==> src/rtl/cond_flag_unit.sv <==
// Execute-stage conditional unit: banked {N,Z,C,V} flags, branch condition
// evaluation and write gating. Optional counters: define COND_PERF_CNT_EN.
module cond_flag_unit #(
  parameter int NUM_BANKS = 4,
  parameter int OPCODE_W = 3,
  parameter logic [OPCODE_W-1:0] BRANCH_OPCODE = 3'b110,
  localparam int BANK_W = (NUM_BANKS > 1) ? $clog2(NUM_BANKS) : 1
) (
  input  logic                clk,
  input  logic                rst_n,
  input  logic [OPCODE_W-1:0] Opcode,
  input  logic [2:0]          S,
  input  logic [BANK_W-1:0]   BankSel,
  input  logic [3:0]          ALUFlags,
  input  logic [1:0]          FlagWrite,
  input  logic                Stall,
  input  logic                PCSrcIn,
  input  logic                RegWriteIn,
  input  logic                MemWriteIn,
`ifdef COND_PERF_CNT_EN
  input  logic                CntClr,
  output logic [15:0]         TakenCnt,
  output logic [15:0]         SquashCnt,
`endif
  output logic                CondEx,
  output logic                PCSrc,
  output logic                RegWrite,
  output logic                MemWrite,
  output logic [3:0]          Flags
);

  logic [3:0]        bank_q [NUM_BANKS];
  logic [BANK_W-1:0] idx;
  logic              is_br;
  logic              cond_ok;
  logic              n, z, v;

  // Out-of-range selects alias onto bank 0
  assign idx = (int'(BankSel) < NUM_BANKS) ? BankSel : '0;
  assign Flags = bank_q[idx];
  assign is_br = (Opcode == BRANCH_OPCODE);
  assign n = Flags[3];
  assign z = Flags[2];
  assign v = Flags[0];

  always_comb begin
    cond_ok = 1'b0;
    unique case (S)
      3'b000: cond_ok = z;
      3'b001: cond_ok = !z;
      3'b010: cond_ok = !z && (n == v);
      3'b011: cond_ok = (n != v);
      3'b100: cond_ok = (n == v);
      3'b101: cond_ok = z || (n != v);
      3'b110: cond_ok = 1'b1;
      3'b111: cond_ok = 1'b0;
    endcase
  end

  assign CondEx   = !is_br || cond_ok;
  assign PCSrc    = PCSrcIn & CondEx;
  assign RegWrite = RegWriteIn & CondEx;
  assign MemWrite = MemWriteIn & CondEx;

  always_ff @(posedge clk or negedge rst_n) begin
    if (!rst_n) begin
      for (int i = 0; i < NUM_BANKS; i++)
        bank_q[i] <= 4'b0000;
    end else if (!Stall && CondEx) begin
      if (FlagWrite[1])
        bank_q[idx][3:2] <= ALUFlags[3:2];
      if (FlagWrite[0])
        bank_q[idx][1:0] <= ALUFlags[1:0];
    end
  end

`ifdef COND_PERF_CNT_EN
  always_ff @(posedge clk or negedge rst_n) begin
    if (!rst_n) begin
      TakenCnt  <= 16'd0;
      SquashCnt <= 16'd0;
    end else if (CntClr) begin
      TakenCnt  <= 16'd0;
      SquashCnt <= 16'd0;
    end else if (!Stall && is_br) begin
      if (PCSrc && TakenCnt != 16'hFFFF)
        TakenCnt <= TakenCnt + 16'd1;
      if (!CondEx && SquashCnt != 16'hFFFF)
        SquashCnt <= SquashCnt + 16'd1;
    end
  end
`endif

endmodule

==> config.mk <==
export PLATFORM = sky130hd
export DESIGN_NAME = cond_flag_unit
export DESIGN_NICKNAME = d
export VERILOG_FILES = /design/src/rtl/cond_flag_unit.sv
export SDC_FILE = /design/constraint.sdc
export NUM_CORES = 1
export LEC_CHECK = 0
export CELL_PAD_IN_SITES_DETAIL_PLACEMENT = 1
export CELL_PAD_IN_SITES_GLOBAL_PLACEMENT = 1
export CORE_MARGIN = 1
export CORE_UTILIZATION = 33
export DETAILED_ROUTE_END_ITERATION = 16
export PLACE_DENSITY = 0.78
export SLEW_MARGIN = 20
export SYNTH_ARGS = -nofsm -noshare
export SYNTH_HDL_FRONTEND = slang
export SYNTH_SLANG_ARGS = --single-unit
export TNS_END_PERCENT = 50
==> constraint.sdc <==
create_clock -name clk -period 2.7 [get_ports clk]
set_input_delay 0.54 -clock clk [delete_from_list [all_inputs] [get_ports clk]]
set_output_delay 0.54 -clock clk [all_outputs]
set_load 0.03 [all_outputs]
==> results.cfg <==
[run_status]
outcome = complete, but fails checks
violations = setup timing

[placement]
dp_hpwl_um = 1890
gp_congestion = 0.742
numPortBuffers = 27
place_ws_ps = -697

[route]
drc = 0
first_pass_iters = 3
totalWireLength_um = 2190
drt_iter0_drc = 11
via_count = 728
post_drt_via_cell_ratio = 5.06
routedWlPerCell_um = 15.2
final_antenna_net_count = 0

[synthesis]
syn-cell-area_um2 = 946
syn_inst = 71
ys_types = 25
ys_ff_latch = 16
seq_area_frac_synth_pct = 42.3
synth_nets = 91
syn_area_per_cell_um2 = 13.3
yosys_warnings = 0

[clock_network]
clockBufferDepth = 2
cts_root_buffer = clkbuf_4
insertion_delay_ps = 280
cts.sinks = 16
htreeDepth = 1
clk_pin_slew_ps = 90
postCtsHoldBufs = 0
numCtsBuffers = 3
cts_tree = yes

[sta]
rsz0062_at_grt = true
setup_viol = 4
fin_crit_sh_pct = 103
worstMarginPinSlew_ps = 691
drv_slew = 0
timing.fmax_mhz = 359
hold_viol = 0
skew_ps = 10.2
slew_headroom_pct = 53.8
min_period_ps = 2790
worst_slack_ps = -85.9

[worst_setup_path]
reg2reg_slack_ps = 170
cp.arrival_ps = 2250
start_kind = primary input
critPathMaxFanout = 5
cp_data_required_time_ps = 2160
path_cells = clkdlybuf4s50_1 -> and3b_1 -> o21a_1 -> a21oi_1 -> nor4b_2 -> buf_4 -> nor2b_4 -> buf_6
critPathBufInv = 3
slowest_stage = clkdlybuf4s50_1
crit_family = buffers and inverters
slowest_delay_ps = 550
setup.worst_path.end_class = primary output
crit_type = in2out

[floorplanning]
rows = 19
ios = 28
initial_core_util_pct = 34.6
core-area_mm2 = 0.00273
die_x_um = 55.5
die_area_mm2 = 0.00308
die_h_um = 55.5

[global_route]
antenna_found_initial = 0
grt_max_degree = 17
overflow = 0
grt_usage_pct = 16.1
grt_pass1_wl_um = 3930
grt_pass1_vias = 867

[finish]
layout-area-overhead-vs-synth_pct = 47.2
largest_register = bank_q
largest_reg_flops = 16
final_cell_mix = 21 x clkdlybuf4s50_1, 16 x dfrtp_1, 14 x buf_4, 12 x mux2_1, 5 x buf_6
reg_top3 = bank_q: 16 flops
final_util_pct = 50.9
drive_gt1_share_pct = 38.9
diodes = 0
final_common_cell = clkdlybuf4s50_1
layout.nets = 135

[pwr]
power_per_cell_area_mw_per_mm2 = 540
power_leakage_nw = 0.582
max-vdd-ir-drop_uv = 325

[hold_path]
hp-class = reg2reg

[run]
maxCapViolations = 0
==> layer usage <==
layer,global-route usage [%],part of all wire (%),vias up
li1,-,-,349
met1,19.6,42,363
met2,29.6,54,14
met3,2.34,4.1,2
met4,3.93,0.73,0
met5,0,0,-
==> cells in the mapped netlist <==
| cell type | n | area share [%] |
|---|---|---|
| nor3_1 | 1 | 0.53 |
| nor3b_2 | 2 | 2.6 |
| mux4_1 | 2 | 5.6 |
| and3b_1 | 1 | 0.93 |
| nand2_1 | 4 | 1.6 |
| nand4b_1 | 1 | 0.93 |
| a21oi_1 | 1 | 0.53 |
| inv_1 | 1 | 0.40 |
| buf_4 | 2 | 1.6 |
| nand3b_1 | 2 | 1.6 |
| nor2b_1 | 4 | 2.6 |
| mux2_1 | 12 | 14 |
| xor2_2 | 1 | 1.7 |
| mux2i_1 | 1 | 1.1 |
| mux2_2 | 4 | 4.8 |
| nor2_1 | 2 | 0.79 |
| nand2b_1 | 2 | 1.3 |
| dfrtp_1 | 16 | 42 |
| nor4b_2 | 1 | 1.6 |
| nor3b_1 | 2 | 1.6 |
| nor3_2 | 4 | 4.2 |
| o21a_1 | 1 | 0.79 |
| o32ai_1 | 1 | 0.93 |
| mux4_2 | 2 | 4.8 |
| or3b_1 | 1 | 0.93 |
==> cell type report <==
class | instances | area [µm²]
inverters | 1 | 3.75
multi-input cells | 52 | 544
flip-flops and latches | 16 | 400
clock buffers | 3 | 22.5
fillers | 282 | 1340
well taps | 31 | 38.8
repair buffers | 41 | 383
==> logic make-up (layout without fill, tap and decap cells) <==
family,count (synthesis),after routing,synth area share [%]
and+or+nand+nor,27,27,21.3
muxes,21,21,30.4
xor gates and xnor gates,1,1,1.72
AOI/OAI and AO/OA,3,3,2.25
buffers and inverters,3,45,1.98
DFF,16,16,42.3
==> final timing paths <==
path | to | cells past startpoint | from
max | RegWrite | 8 | S[1]
min | bank_q[3] | 1 | bank_q[3]
max reg2reg | bank_q[1] | 8 | bank_q[15]
min reg2reg | bank_q[3] | 1 | bank_q[3]
max in group asynchronous | bank_q[5] | 1 | rst_n
min in group asynchronous | bank_q[6] | 1 | rst_n
==> metrics by stage <==
step           std cells  total power [mW]  hold slack (ps)  area, µm²  TNS, ps
4_1_cts              144             0.763              498       1390     -428
2_1_floorplan         71             0.497              244        971     -529
3_3_place_gp         140             0.619              464       1340   -13180
5_1_grt              144             0.802              533       1390     -783
3_5_place_dp         140             0.633              475       1340   -13690
6_report             144             0.752              491       1390     -316
==> worst reg2reg max path: stages (launching register included) <==
cell and delay [ps]:
dfrtp_1 400, mux4_2 510, xor2_2 250, mux2i_1 240, nor4b_2 80, buf_4 180, nor3b_1 270, buf_4 170
mux2_2 320
==> where the power goes <==
part | switching, mW | internal, mW
clock network | 0.0656 | 0.0516
logic | 0.140 | 0.175
registers | 0.0254 | 0.295
total | 0.231 | 0.521
==> what timing repair did <==
item / in CTS / in global routing
gates resized for setup: 14 / 2
pin swaps: 3 / 3
setup endpoints to repair: 24 / 4
setup buffers: 1 / 0
(Power assumes the default switching activity.)
